**src/rtl/lsu_bus_ctrl.sv**
```systemverilog
// Load/store unit bus controller: drives one aligned bus access per
// legal request, extends load data and flags misaligned or timed-out accesses.
module lsu_bus_ctrl #(
  parameter int XLEN     = 32,
  parameter int WAIT_MAX = 255
) (
  input  logic              clk,
  input  logic              rst,
  input  logic              mem_read_i,
  input  logic              mem_write_i,
  input  logic [2:0]        funct3,
  input  logic [XLEN-1:0]   addr_i,
  input  logic [XLEN-1:0]   store_data_i,
  input  logic [XLEN-1:0]   data_bus_i,
  input  logic              data_good,
  output logic              data_read,
  output logic              data_write,
  output logic [XLEN-1:0]   data_adr_o,
  output logic [XLEN-1:0]   data_bus_o,
  output logic [XLEN/8-1:0] data_sel_o,
  output logic [XLEN-1:0]   data_cpu_o,
  output logic              stall_o,
  output logic              done_o,
  output logic              misaligned_o,
  output logic              bus_err_o
);

  localparam int SW = XLEN / 8;
  localparam int OW = $clog2(SW);
  localparam int CW = (WAIT_MAX > 0) ? $clog2(WAIT_MAX + 1) : 1;
  localparam logic [CW-1:0] LAST = CW'(WAIT_MAX - 1);

  typedef enum logic [1:0] {IDLE, BUSY, DONE} state_e;

  state_e          state_q;
  logic [CW-1:0]   cnt_q;
  logic            rd_q, wr_q;
  logic [XLEN-1:0] adr_q, wdat_q, cpu_q;
  logic [SW-1:0]   sel_q;
  logic [2:0]      f3_q;
  logic [OW-1:0]   off_q;
  logic            done_q, mis_q, err_q;

  logic            one_req, both_req, f3_ok, mis_al;
  logic            can_acc, accept, reject;
  logic [SW-1:0]   mask;
  logic [SW-1:0]   sel_d;
  logic [XLEN-1:0] wdat_d, adr_d, lane, ld_d;

  assign one_req  = mem_read_i ^ mem_write_i;
  assign both_req = mem_read_i & mem_write_i;

  always_comb begin
    f3_ok = 1'b0;
    if (mem_read_i) begin
      case (funct3)
        3'b000, 3'b001, 3'b010,
        3'b100, 3'b101: f3_ok = 1'b1;
        3'b011, 3'b110: f3_ok = (XLEN == 64);
        default:        f3_ok = 1'b0;
      endcase
    end else begin
      case (funct3)
        3'b000, 3'b001, 3'b010: f3_ok = 1'b1;
        3'b011:                 f3_ok = (XLEN == 64);
        default:                f3_ok = 1'b0;
      endcase
    end
  end

  always_comb begin
    case (funct3[1:0])
      2'd1:    mis_al = addr_i[0];
      2'd2:    mis_al = |addr_i[1:0];
      2'd3:    mis_al = |addr_i[2:0];
      default: mis_al = 1'b0;
    endcase
  end

  assign can_acc = (state_q != BUSY);
  assign accept  = can_acc & one_req & f3_ok & ~mis_al;
  assign reject  = can_acc & (both_req | (one_req & (~f3_ok | mis_al)));
  assign stall_o = ~rst & ((state_q == BUSY) | accept);

  always_comb begin
    case (funct3[1:0])
      2'd0:    mask = SW'(1);
      2'd1:    mask = SW'(3);
      2'd2:    mask = SW'(15);
      default: mask = SW'(255);
    endcase
  end

  assign sel_d = mask << addr_i[OW-1:0];
  assign adr_d = {addr_i[XLEN-1:OW], OW'(0)};

  always_comb begin
    case (funct3[1:0])
      2'd0:    wdat_d = {SW{store_data_i[7:0]}};
      2'd1:    wdat_d = {(SW/2){store_data_i[15:0]}};
      2'd2:    wdat_d = {(SW/4){store_data_i[31:0]}};
      default: wdat_d = store_data_i;
    endcase
  end

  // Bring the addressed lane down to bit 0 before extension.
  assign lane = data_bus_i >> {off_q, 3'b000};

  always_comb begin
    case (f3_q)
      3'b000:  ld_d = XLEN'($signed(lane[7:0]));
      3'b001:  ld_d = XLEN'($signed(lane[15:0]));
      3'b010:  ld_d = XLEN'($signed(lane[31:0]));
      3'b100:  ld_d = XLEN'(lane[7:0]);
      3'b101:  ld_d = XLEN'(lane[15:0]);
      3'b110:  ld_d = XLEN'(lane[31:0]);
      default: ld_d = lane;
    endcase
  end

  always_ff @(posedge clk or posedge rst) begin
    if (rst) begin
      state_q <= IDLE;
      cnt_q   <= '0;
      rd_q    <= 1'b0;
      wr_q    <= 1'b0;
      adr_q   <= '0;
      wdat_q  <= '0;
      sel_q   <= '0;
      cpu_q   <= '0;
      f3_q    <= '0;
      off_q   <= '0;
      done_q  <= 1'b0;
      mis_q   <= 1'b0;
      err_q   <= 1'b0;
    end else begin
      done_q <= 1'b0;
      mis_q  <= 1'b0;
      err_q  <= 1'b0;
      case (state_q)
        BUSY: begin
          cnt_q <= cnt_q + 1'b1;
          if (data_good) begin
            state_q <= DONE;
            done_q  <= 1'b1;
            if (rd_q) cpu_q <= ld_d;
            rd_q    <= 1'b0;
            wr_q    <= 1'b0;
            adr_q   <= '0;
            wdat_q  <= '0;
            sel_q   <= '0;
          end else if (WAIT_MAX != 0 && cnt_q == LAST) begin
            state_q <= DONE;
            err_q   <= 1'b1;
            rd_q    <= 1'b0;
            wr_q    <= 1'b0;
            adr_q   <= '0;
            wdat_q  <= '0;
            sel_q   <= '0;
          end
        end
        default: begin
          state_q <= IDLE;
          if (accept) begin
            state_q <= BUSY;
            cnt_q   <= '0;
            rd_q    <= mem_read_i;
            wr_q    <= mem_write_i;
            adr_q   <= adr_d;
            sel_q   <= sel_d;
            wdat_q  <= mem_write_i ? wdat_d : '0;
            f3_q    <= funct3;
            off_q   <= addr_i[OW-1:0];
          end else if (reject) begin
            mis_q <= 1'b1;
          end
        end
      endcase
    end
  end

  assign data_read    = rd_q;
  assign data_write   = wr_q;
  assign data_adr_o   = adr_q;
  assign data_bus_o   = wdat_q;
  assign data_sel_o   = sel_q;
  assign data_cpu_o   = cpu_q;
  assign done_o       = done_q;
  assign misaligned_o = mis_q;
  assign bus_err_o    = err_q;

endmodule

```
**config.mk**
```make
export PLATFORM = sky130hd
export DESIGN_NAME = lsu_bus_ctrl
export DESIGN_NICKNAME = d
export VERILOG_FILES = /design/src/rtl/lsu_bus_ctrl.sv
export SDC_FILE = /design/constraint.sdc
export NUM_CORES = 1
export LEC_CHECK = 0
export CORE_ASPECT_RATIO = 1.1
export CORE_MARGIN = 10
export CORE_UTILIZATION = 45
export DETAILED_ROUTE_END_ITERATION = 12
export GPL_TIMING_DRIVEN = 0
export PLACE_DENSITY = 0.84
export SLEW_MARGIN = 20
export SYNTH_ARGS = -nofsm -noshare
export SYNTH_HDL_FRONTEND = slang
export SYNTH_SLANG_ARGS = --single-unit
```
**constraint.sdc**
```tcl
create_clock -name clk -period 5 [get_ports clk]
set_clock_uncertainty 0.05 [all_clocks]
set_input_delay 0.75 -clock clk [delete_from_list [all_inputs] [get_ports clk]]
set_output_delay 0.75 -clock clk [all_outputs]
set_load 0.02 [all_outputs]
```
==> impl_metrics.csv <==
group,metric,value,unit
timing,fmax,245,MHz
timing,period_needed,4090,ps
synthesis,synth_top_area_cell,"dfrtp_1",
final_layout,utilization,68.7,%
die,fp.dieH,139,um
clock_network,clk_latency,410,ps
synthesis,synth_edf_count,0,
final_layout,num-fill-cells,948,
clock_network,cts_setup_buffers,0,
final_layout,synthToLayoutAreaGrowth,50.2,%
timing,setup_ws,913,ps
final_layout,num-nets-final,911,
synthesis,syn_area,5760,sq um
die,die_w,128,um
worst_setup_path,crit_path_max_fanout,10,
final_layout,drive_above_1_share,7.83,%
drt,via_per_inst,5.93,
synthesis,ys_ff_latch,118,
die,fp.coreArea,12600,sq um
worst_setup_path,critPathLaunchType,"primary input",
worst_setup_path,worst-setup-path-type,"in2out",
synthesis,synthDistinctLibCells,43,
timing,tightest_slew,994,ps
power,power.density,488,nW/um^2
synthesis,synth_cells,576,
synthesis,ys_seq_area_share,51.3,%
power,power_switching_share,35.2,%
clock_network,htreeDepth,4,
drt,ant_nets,0,
placed_design,gp_congestion,0.882,
run,drv_cap,0,
power,p_seq_share,33.1,%
placed_design,dp_cells,942,
clock_network,cts_tree,"built",
drt,dr.pass1.iters,8,
global_route,grt_pass1_vias,5975,
power,p_leak,0.00359,uW
placed_design,dp_hpwl,15800,um
clock_network,ctsHoldBuffers,0,
global_route,grt_pass1_wl,32900,um
timing,rsz0062_at_grt,"false",
final_layout,antenna_cells,0,
timing,setup_viol,0,
placed_design,dp_slack,901,ps
power,p_comb_share,38.7,%
drt,drc_errors,0,
global_route,antenna_found_initial,0,
final_layout,register_area,2950,sq um
clock_network,root_buffer,"clkbuf_16",
timing,min_period_over_period,81.7,%
power,p_switching,1490,uW
drt,drtIter0Drc,579,
power,vdd_drop_max,0.000337,V
clock_network,cts_resized,0,
die,start_util,45.7,%
timing,hold_viol,0,
drt,vias,5780,
final_layout,mostFrequentLayoutCells,"clkdlybuf4s50_1, dfrtp_1, o21ai_0, nand2_1, mux2i_1",
worst_setup_path,rrSetupSlack,2530,ps
worst_setup_path,critPathRequiredTime,4200,ps
synthesis,synthArstFlopShare,100,%
timing,whs,440,ps
status,status,"complete, no violations",
worst_setup_path,endpoint_kind,"output pin",
timing,relSlewSlack,33.6,%
synthesis,synth_flop_cell,"dfrtp_1",
worst_setup_path,cp.arrival,3290,ps
timing,slew_violations,0,
synthesis,ys_warn_count,0,
synthesis,synth_top_area_share,51.3,%
placed_design,io_buffers,207,
drt,wl_per_cell,21.5,um
clock_network,clk_pin_slew,50,ps
clock_network,cts_buffers,17,
final_layout,fin_cells,974,
synthesis,yosys-top-cells-area,"dfrtp_1, o21ai_0, mux2i_1",
synthesis,avgSynthCellArea,9.99,sq um
power,clkPwrFrac,28.2,%
power,intPower,2730,uW
die,rows,43,
clock_network,cts_max_path_buffers,2,
global_route,grt_max_degree,81,
global_route,grt-ovfl-total,0,
final_layout,final_common_cell,"clkdlybuf4s50_1",
min_path,min_path_type,"reg2reg",
global_route,groute.usage.overall,23.2,%
die,die_area,17700,sq um
clock_network,cts.sinks,118,
final_layout,multi_input_area,2540,sq um
drt,routed_wl,21000,um
die,ios,210,
-- final cells by class --
type,instances,area share (%)
Clock inverter,12,1.49
Sequential cell,118,34.2
Inverter,4,0.232
Timing Repair Buffer,208,24.3
Buffer,56,2.85
Multi-Input combinational cell,399,29.4
Tap cell,157,2.27
Clock buffer,20,5.28
-- path summary, 6_finish.rpt --
path                       cells after the start             to          start
min reg2reg                                    2  data_cpu_o[0]  data_cpu_o[0]
min in group asynchronous                      2  data_adr_o[4]            rst
max reg2reg                                    9  data_bus_o[0]       cnt_q[0]
min                                            2  data_cpu_o[0]  data_cpu_o[0]
max in group asynchronous                      3        f3_q[2]            rst
max                                            7        stall_o      addr_i[1]
-- flip-flops by register name, summed over array words and instances, names as in the netlist, 2 cells and up --
name / flops
data_sel_o: 4
data_adr_o: 30
data_bus_o: 32
state_q: 2
f3_q: 3
data_cpu_o: 32
off_q: 2
cnt_q: 8
-- metrics by stage --
stage | total power (uW) | cell area, sq um | TNS (ps)
floorplan | 2220 | 5760 | 0
global placement | 2980 | 8030 | -60040
detailed placement | 3040 | 8060 | 0
CTS | 4240 | 8650 | 0
global route | 4430 | 8650 | 0
finish | 4220 | 8650 | 0
-- cell families after synthesis --
family | after synthesis | synth area share (%)
simple gates | 133 | 10.7
mux | 55 | 9.89
fa+ha+maj | 3 | 0.652
other cells | 1 | 0.0652
xor+xnor | 1 | 0.152
compound gates | 205 | 22.7
flops | 118 | 51.3
buf+inv | 60 | 4.54
-- layer usage --
layer | up-vias | GRT usage [%] | routed length [um]
met3 | 45 | 8.91 | 2280
met4 | 0 | 9.55 | 620
met1 | 2793 | 26.8 | 7850
met2 | 348 | 37.5 | 10200
met5 | - | 0 | 0
li1 | 2594 | - | -
-- cells in the mapped netlist, types with 3 or more instances --
| cell | number |
|---|---|
| inv_1 | 3 |
| o2bb2ai_1 | 30 |
| and2_1 | 8 |
| a21oi_1 | 17 |
| nor2b_1 | 4 |
| nand2_1 | 51 |
| nor2_1 | 30 |
| or4_1 | 3 |
| o32ai_1 | 16 |
| clkbuf_1 | 38 |
| o211ai_1 | 4 |
| nand3_1 | 18 |
| o21ai_0 | 99 |
| mux2_2 | 15 |
| o22ai_1 | 22 |
| o21a_1 | 4 |
| dfrtp_1 | 118 |
| or3_1 | 4 |
| mux2i_1 | 40 |
| buf_1 | 3 |
| a221o_1 | 8 |
| buf_2 | 11 |
| ha_1 | 3 |
| nand4_1 | 3 |
-- critical path, cell delays in order --
cell and delay (ps):
clkdlybuf4s50_1 500, or4_1 560, o21a_1 160, clkbuf_1 300, o21a_1 310, nor2_1 90
clkdlybuf4s50_1 620
-- power by group through the flow --
stage          Clock (uW)  Sequential [uW]  Combinational [uW]
4_1_cts              1200             1390                1640
2_1_floorplan           0             1680                 544
5_1_grt              1250             1430                1750
3_5_place_dp            0             1410                1630
3_3_place_gp            0             1390                1590
6_report             1190             1400                1630
Power figures use the tool's default switching activity.
